===== config.mk =====
export PLATFORM = sky130hd
export DESIGN_NAME = kbd_ps2_ctrl
export DESIGN_NICKNAME = d
export VERILOG_FILES = /design/src/rtl/kbd_ps2_ctrl.sv
export SDC_FILE = /design/constraint.sdc
export NUM_CORES = 1
export LEC_CHECK = 0
export CELL_PAD_IN_SITES_DETAIL_PLACEMENT = 1
export CELL_PAD_IN_SITES_GLOBAL_PLACEMENT = 1
export CORE_UTILIZATION = 47
export CTS_CLUSTER_SIZE = 28
export DETAILED_ROUTE_END_ITERATION = 12
export PLACE_DENSITY_LB_ADDON = 0.1
export SLEW_MARGIN = 5
export SYNTH_ARGS = -nofsm -noshare
export SYNTH_HDL_FRONTEND = slang
export SYNTH_SLANG_ARGS = --single-unit

===== constraint.sdc =====
create_clock -name i_clk -period 5.4 [get_ports i_clk]
set_input_delay 1.62 -clock i_clk [delete_from_list [all_inputs] [get_ports i_clk]]
set_output_delay 1.62 -clock i_clk [all_outputs]
set_load 0.05 [all_outputs]

===== src/rtl/kbd_ps2_ctrl.sv =====
// PS/2 keyboard receiver with a scan-code FIFO behind a small memory-mapped
// register interface (DATA pops on read, STATUS carries count and sticky flags).
module kbd_ps2_ctrl #(
    parameter int FIFO_DEPTH     = 8,
    parameter int TIMEOUT_CYCLES = 50000
) (
    input  logic        i_clk,
    input  logic        i_rstn,
    input  logic        i_ps2_clk,
    input  logic        i_ps2_data,
    input  logic        i_sel,
    input  logic        i_re,
    input  logic        i_we,
    input  logic [3:0]  i_addr,
    input  logic [31:0] i_wdata,
    output logic [31:0] o_dout
);

    localparam int AW = (FIFO_DEPTH > 1) ? $clog2(FIFO_DEPTH) : 1;
    localparam int CW = (AW + 1 > 8) ? AW + 1 : 8;
    localparam int TW = $clog2(TIMEOUT_CYCLES + 1);

    typedef enum logic [1:0] {IDLE, DATA, PARITY, STOP} state_t;

    state_t          r_state;
    state_t          w_nextState;
    logic [1:0]      r_ps2ClkSync;
    logic [1:0]      r_ps2DataSync;
    logic            r_ps2ClkPrev;
    logic [2:0]      r_bitCnt;
    logic [7:0]      r_shift;
    logic            r_parityBit;
    logic [TW-1:0]   r_toCnt;
    logic [7:0]      r_mem [FIFO_DEPTH];
    logic [AW-1:0]   r_head;
    logic [AW-1:0]   r_tail;
    logic [CW-1:0]   r_count;
    logic            r_overflow;
    logic            r_parityErr;
    logic            r_frameErr;

    logic            w_fe;
    logic            w_data;
    logic            w_timeout;
    logic            w_pushReq;
    logic            w_setParity;
    logic            w_setFrame;
    logic            w_pop;
    logic            w_full;
    logic            w_pushOk;
    logic            w_overflowSet;
    logic            w_statusWr;

    assign w_fe   = r_ps2ClkPrev & ~r_ps2ClkSync[1];
    assign w_data = r_ps2DataSync[1];

    always_ff @(posedge i_clk) begin
        if (!i_rstn) begin
            r_state <= IDLE;
        end else begin
            r_state <= w_nextState;
        end
    end

    // A falling edge always beats the timeout, so a late edge is never lost.
    always_comb begin
        w_nextState = r_state;
        w_timeout   = 1'b0;
        w_pushReq   = 1'b0;
        w_setParity = 1'b0;
        w_setFrame  = 1'b0;
        if (r_state != IDLE && !w_fe && r_toCnt == TW'(TIMEOUT_CYCLES - 1)) begin
            w_timeout   = 1'b1;
            w_nextState = IDLE;
        end else if (w_fe) begin
            case (r_state)
                IDLE:    if (!w_data) w_nextState = DATA;
                DATA:    if (r_bitCnt == 3'd7) w_nextState = PARITY;
                PARITY:  w_nextState = STOP;
                STOP: begin
                    w_nextState = IDLE;
                    if (!w_data) begin
                        w_setFrame = 1'b1;
                    end else if (!(^{r_shift, r_parityBit})) begin
                        w_setParity = 1'b1;
                    end else begin
                        w_pushReq = 1'b1;
                    end
                end
                default: w_nextState = IDLE;
            endcase
        end
    end

    always_ff @(posedge i_clk) begin
        if (!i_rstn) begin
            r_ps2ClkSync  <= 2'b11;
            r_ps2DataSync <= 2'b11;
            r_ps2ClkPrev  <= 1'b1;
            r_bitCnt      <= '0;
            r_shift       <= '0;
            r_parityBit   <= 1'b0;
            r_toCnt       <= '0;
        end else begin
            r_ps2ClkSync  <= {r_ps2ClkSync[0], i_ps2_clk};
            r_ps2DataSync <= {r_ps2DataSync[0], i_ps2_data};
            r_ps2ClkPrev  <= r_ps2ClkSync[1];
            if (r_state == IDLE || w_fe || w_timeout) begin
                r_toCnt <= '0;
            end else begin
                r_toCnt <= r_toCnt + 1'b1;
            end
            if (w_fe) begin
                case (r_state)
                    IDLE:    r_bitCnt <= '0;
                    DATA: begin
                        r_shift  <= {w_data, r_shift[7:1]};
                        r_bitCnt <= r_bitCnt + 1'b1;
                    end
                    PARITY:  r_parityBit <= w_data;
                    default: ;
                endcase
            end
        end
    end

    assign w_pop         = i_sel & i_re & (i_addr[3:2] == 2'b00) & (r_count != '0);
    assign w_full        = (r_count == CW'(FIFO_DEPTH));
    assign w_pushOk      = w_pushReq & (~w_full | w_pop);
    assign w_overflowSet = w_pushReq & w_full & ~w_pop;
    assign w_statusWr    = i_sel & i_we & (i_addr[3:2] == 2'b01);

    always_ff @(posedge i_clk) begin
        if (w_pushOk) begin
            r_mem[r_tail] <= r_shift;
        end
    end

    // When full, push and pop share one slot; the popped byte was already read out.
    always_ff @(posedge i_clk) begin
        if (!i_rstn) begin
            r_head      <= '0;
            r_tail      <= '0;
            r_count     <= '0;
            r_overflow  <= 1'b0;
            r_parityErr <= 1'b0;
            r_frameErr  <= 1'b0;
        end else begin
            if (w_pushOk) r_tail <= r_tail + 1'b1;
            if (w_pop)    r_head <= r_head + 1'b1;
            case ({w_pushOk, w_pop})
                2'b10:   r_count <= r_count + 1'b1;
                2'b01:   r_count <= r_count - 1'b1;
                default: ;
            endcase
            if (w_overflowSet)                   r_overflow  <= 1'b1;
            else if (w_statusWr && i_wdata[0])   r_overflow  <= 1'b0;
            if (w_setParity)                     r_parityErr <= 1'b1;
            else if (w_statusWr && i_wdata[1])   r_parityErr <= 1'b0;
            if (w_setFrame)                      r_frameErr  <= 1'b1;
            else if (w_statusWr && i_wdata[2])   r_frameErr  <= 1'b0;
        end
    end

    always_comb begin
        o_dout = '0;
        if (i_sel) begin
            case (i_addr[3:2])
                2'b00: if (r_count != '0) o_dout = {23'b0, 1'b1, r_mem[r_head]};
                2'b01: o_dout = {16'b0, r_count[7:0], 5'b0, r_frameErr, r_parityErr, r_overflow};
                default: o_dout = '0;
            endcase
        end
    end

endmodule


==> run metrics <==
P_int=approximately 0.0017 W; clock network fraction of design power=a little over half; Switching Fraction=roughly a fifth; largest net degree at the start of global routing=44; critical path peak fanout=13; Setup crit end kind=primary output; max-slew violations=0; setup slack, reg-to-reg=approximately 1700 ps; CP max-delay cell=clkdlybuf4s50_1; first-pass GRT wire length=about 19 mm; status=finished, final reports clean; # DRC=0; hold buffer count at cts=0; RR Endpoint=r_count[7]$_SDFFE_PN0P_; vias in the first global route=between 3000 and 4000; Hold Path Stages=1; DR top layer=met4; layout cells sized above 1=16.94%; max cap viols=0; prevailing post-synth register cell=edfxtp_1; Total Routing Usage GR=around 22%; routed via count=3352; final WL=11.47 mm; Die Span Y=about 110 microns; worst slew pin tran=~900 ps; met2 wire length=6.004 mm; Gate power share=2.2%; core area=about 11000 sq um; FF-to-FF path depth=11; Clock transition at path regs=~50 ps; Leakage=approximately 2.4 nW; Rel. slew slack=between 30% and 40%; CP dominant cell by count=nor2_1; M1 WL=roughly 4.9 mm; worst setup path class=in -> out; Port Buffer Count=27; CTS tree=done; die width=108.5 microns; diode count=0; met3 wire len=377 microns; Synth Instances=434; CP cell instances=clkdlybuf4s50_1 -> nor2_1 -> nand2_1 -> nor2_1 -> buf_12; commonest non-fill, non-tap cell in the layout=edfxtp_1; total CTS buffers=17; sequential share of power=a little over two fifths; Avg WL per Cell=~18 microns; antenna viol nets, final=0; Max stage delay on crit path=~600 ps; final net count=530; initial drt markers=89; Hold Vio Cnt, Final=0; Syn. warnings=0; Hold Crit Endpoint=r_ps2ClkSync[1]$_SDFF_PN1_; final setup skew=8.146 ps; routability cong.=approximately 0.74; antenna violations before repair=0; root buf cell=clkbuf_16; DP Wirelength=about 7.4 mm; post-synthesis cell type count=55; post-synthesis area per instance=around 12 sq um; fmax=about 200 MHz; Via density=about 5.4; critical path arrival=about 3300 ps; synthesized area=5333 sq um; grt ovf=0; Final Setup Violations=0; Tcrit/Tclk final=between 90% and 100%; Sw Pwr=~0.00045 W; Top Ports=75; Seq cells post-synth=about 120; Row Count=38; Post-Place Setup Slack=~380 ps; Post-synth ARST share=0%; Worst-Skew Late Latency=about 400 ps; Top delay family on crit path=simple AND/OR/NAND/NOR gates; worst path required time=3780 ps; post-synthesis sequential area ratio=a little under three fifths; unrepaired setup endpoints after global routing=false; area delta synth->final=19.59%; most frequent cells in the layout=edfxtp_1 (64), dfxtp_1 (55), nand2_1 (41), nor2_1 (39), xnor2_1 (19); CTS sink count=approximately 120; design area=between 6000 and 7000 sq um; Initial Util=about half; Post-DP Area=between 5000 and 6000 sq um; total die area=around 12000 sq um; postcts setup bufs=0; min Tclk post-route=4928 ps; H-Tree Depth=4; Setup crit start kind=primary input; worst vdd ir=between 0.15 and 0.2 mV; clk buf depth=2; setup_tns=0 ps; PwrDens=~340 nW/um^2; post-CTS sizing=0; EDFF count, synth=64; Final WS setup=approximately 470 ps; Crit path buffers/inverters=2; worst flop-to-flop path startpoint=r_shift[2]$_SDFFE_PN0P_; HP Class=reg -> reg; Initial DRT Pass Iterations=4; Hold Crit Start=r_ps2ClkSync[0]$_SDFF_PN1_; worst hold slack=406.3 ps
synth_stat cells (all sizes together) (10+ instances only):
cell type  instances  area, sq um
nor3              12        60.06
nand3             11        55.05
edfxtp            64         1922
ha                15        187.7
dfxtp             55         1101
buf               19        140.1
clkbuf            11        41.29
nand2b            10        62.56
nand2             41        153.9
and3              10        67.56
nor2b             10        62.56
nor2              41        163.9
mux4              16        360.4
mux2i             13        130.1
xnor2             19        166.4
worst max path at each step:
stage,start,end,slack [ps],cells after the start
after floorplan,i_sel,o_dout[3],1010,3
after global placement,i_addr[2],r_count[7]$_SDFFE_PN0P_,440,11
after detailed placement,i_addr[2],r_count[7]$_SDFFE_PN0P_,380,11
after CTS,i_addr[2],o_dout[5],450,5
after global routing,i_addr[2],r_count[7]$_SDFFE_PN0P_,300,11
final,i_addr[2],o_dout[5],470,5
power by group through the flow:
stage               registers, W  clock network (W)  logic [W]
global route            0.000947            0.00126  0.0000518
CTS                     0.000947            0.00122  0.0000482
floorplan               0.000966                  0  0.0000443
finish                  0.000947            0.00120  0.0000482
global placement        0.000966                  0  0.0000475
detailed placement      0.000966                  0  0.0000480
per-layer routing:
metal | global-route usage (%) | up-vias
met3 | 5.304 | 17
met4 | 9.073 | 0
met2 | 38.11 | 62
met1 | 25.50 | 1665
met5 | 0 | -
li1 | - | 1608
metrics by stage:
stage | util [%] | std cells | total power [W]
after floorplan | - | 449 | 0.001010
after global placement | 52.52 | 592 | 0.001014
after detailed placement | 52.52 | 592 | 0.001014
after CTS | 58.32 | 624 | 0.002218
after global routing | 58.32 | 624 | 0.002257
final | 58.32 | 624 | 0.002196
flip-flops by register name (all words and copies together) (netlist names), 3 cells and up, named ones only:
name      flops
r_mem        64
r_toCnt      16
r_count       8
r_shift       8
r_bitCnt      3
r_head        3
r_tail        3
cell families (layout without fill, tap and decap cells):
| family | Yosys count | after routing | share of synthesized area, % |
|---|---|---|---|
| flops | 119 | 119 | 56.69 |
| compound gates | 40 | 40 | 5.209 |
| xor+xnor | 29 | 29 | 5.303 |
| buf+inv | 38 | 73 | 3.965 |
| fa+ha+maj | 16 | 16 | 3.895 |
| other cells | 1 | 16 | 0.07032 |
| mux | 33 | 33 | 10.11 |
| simple gates | 158 | 158 | 14.76 |
final cells by class:
class                           count  area (sq um)
Timing Repair Buffer               33         350.3
Clock buffer                       18         439.2
Sequential cell                   119          3023
Tap cell                          140         175.2
Clock inverter                     14         195.2
Inverter                            8         30.03
Multi-Input combinational cell    292          2165
Fill cell                        1125          4558
(Power assumes the default switching activity.)
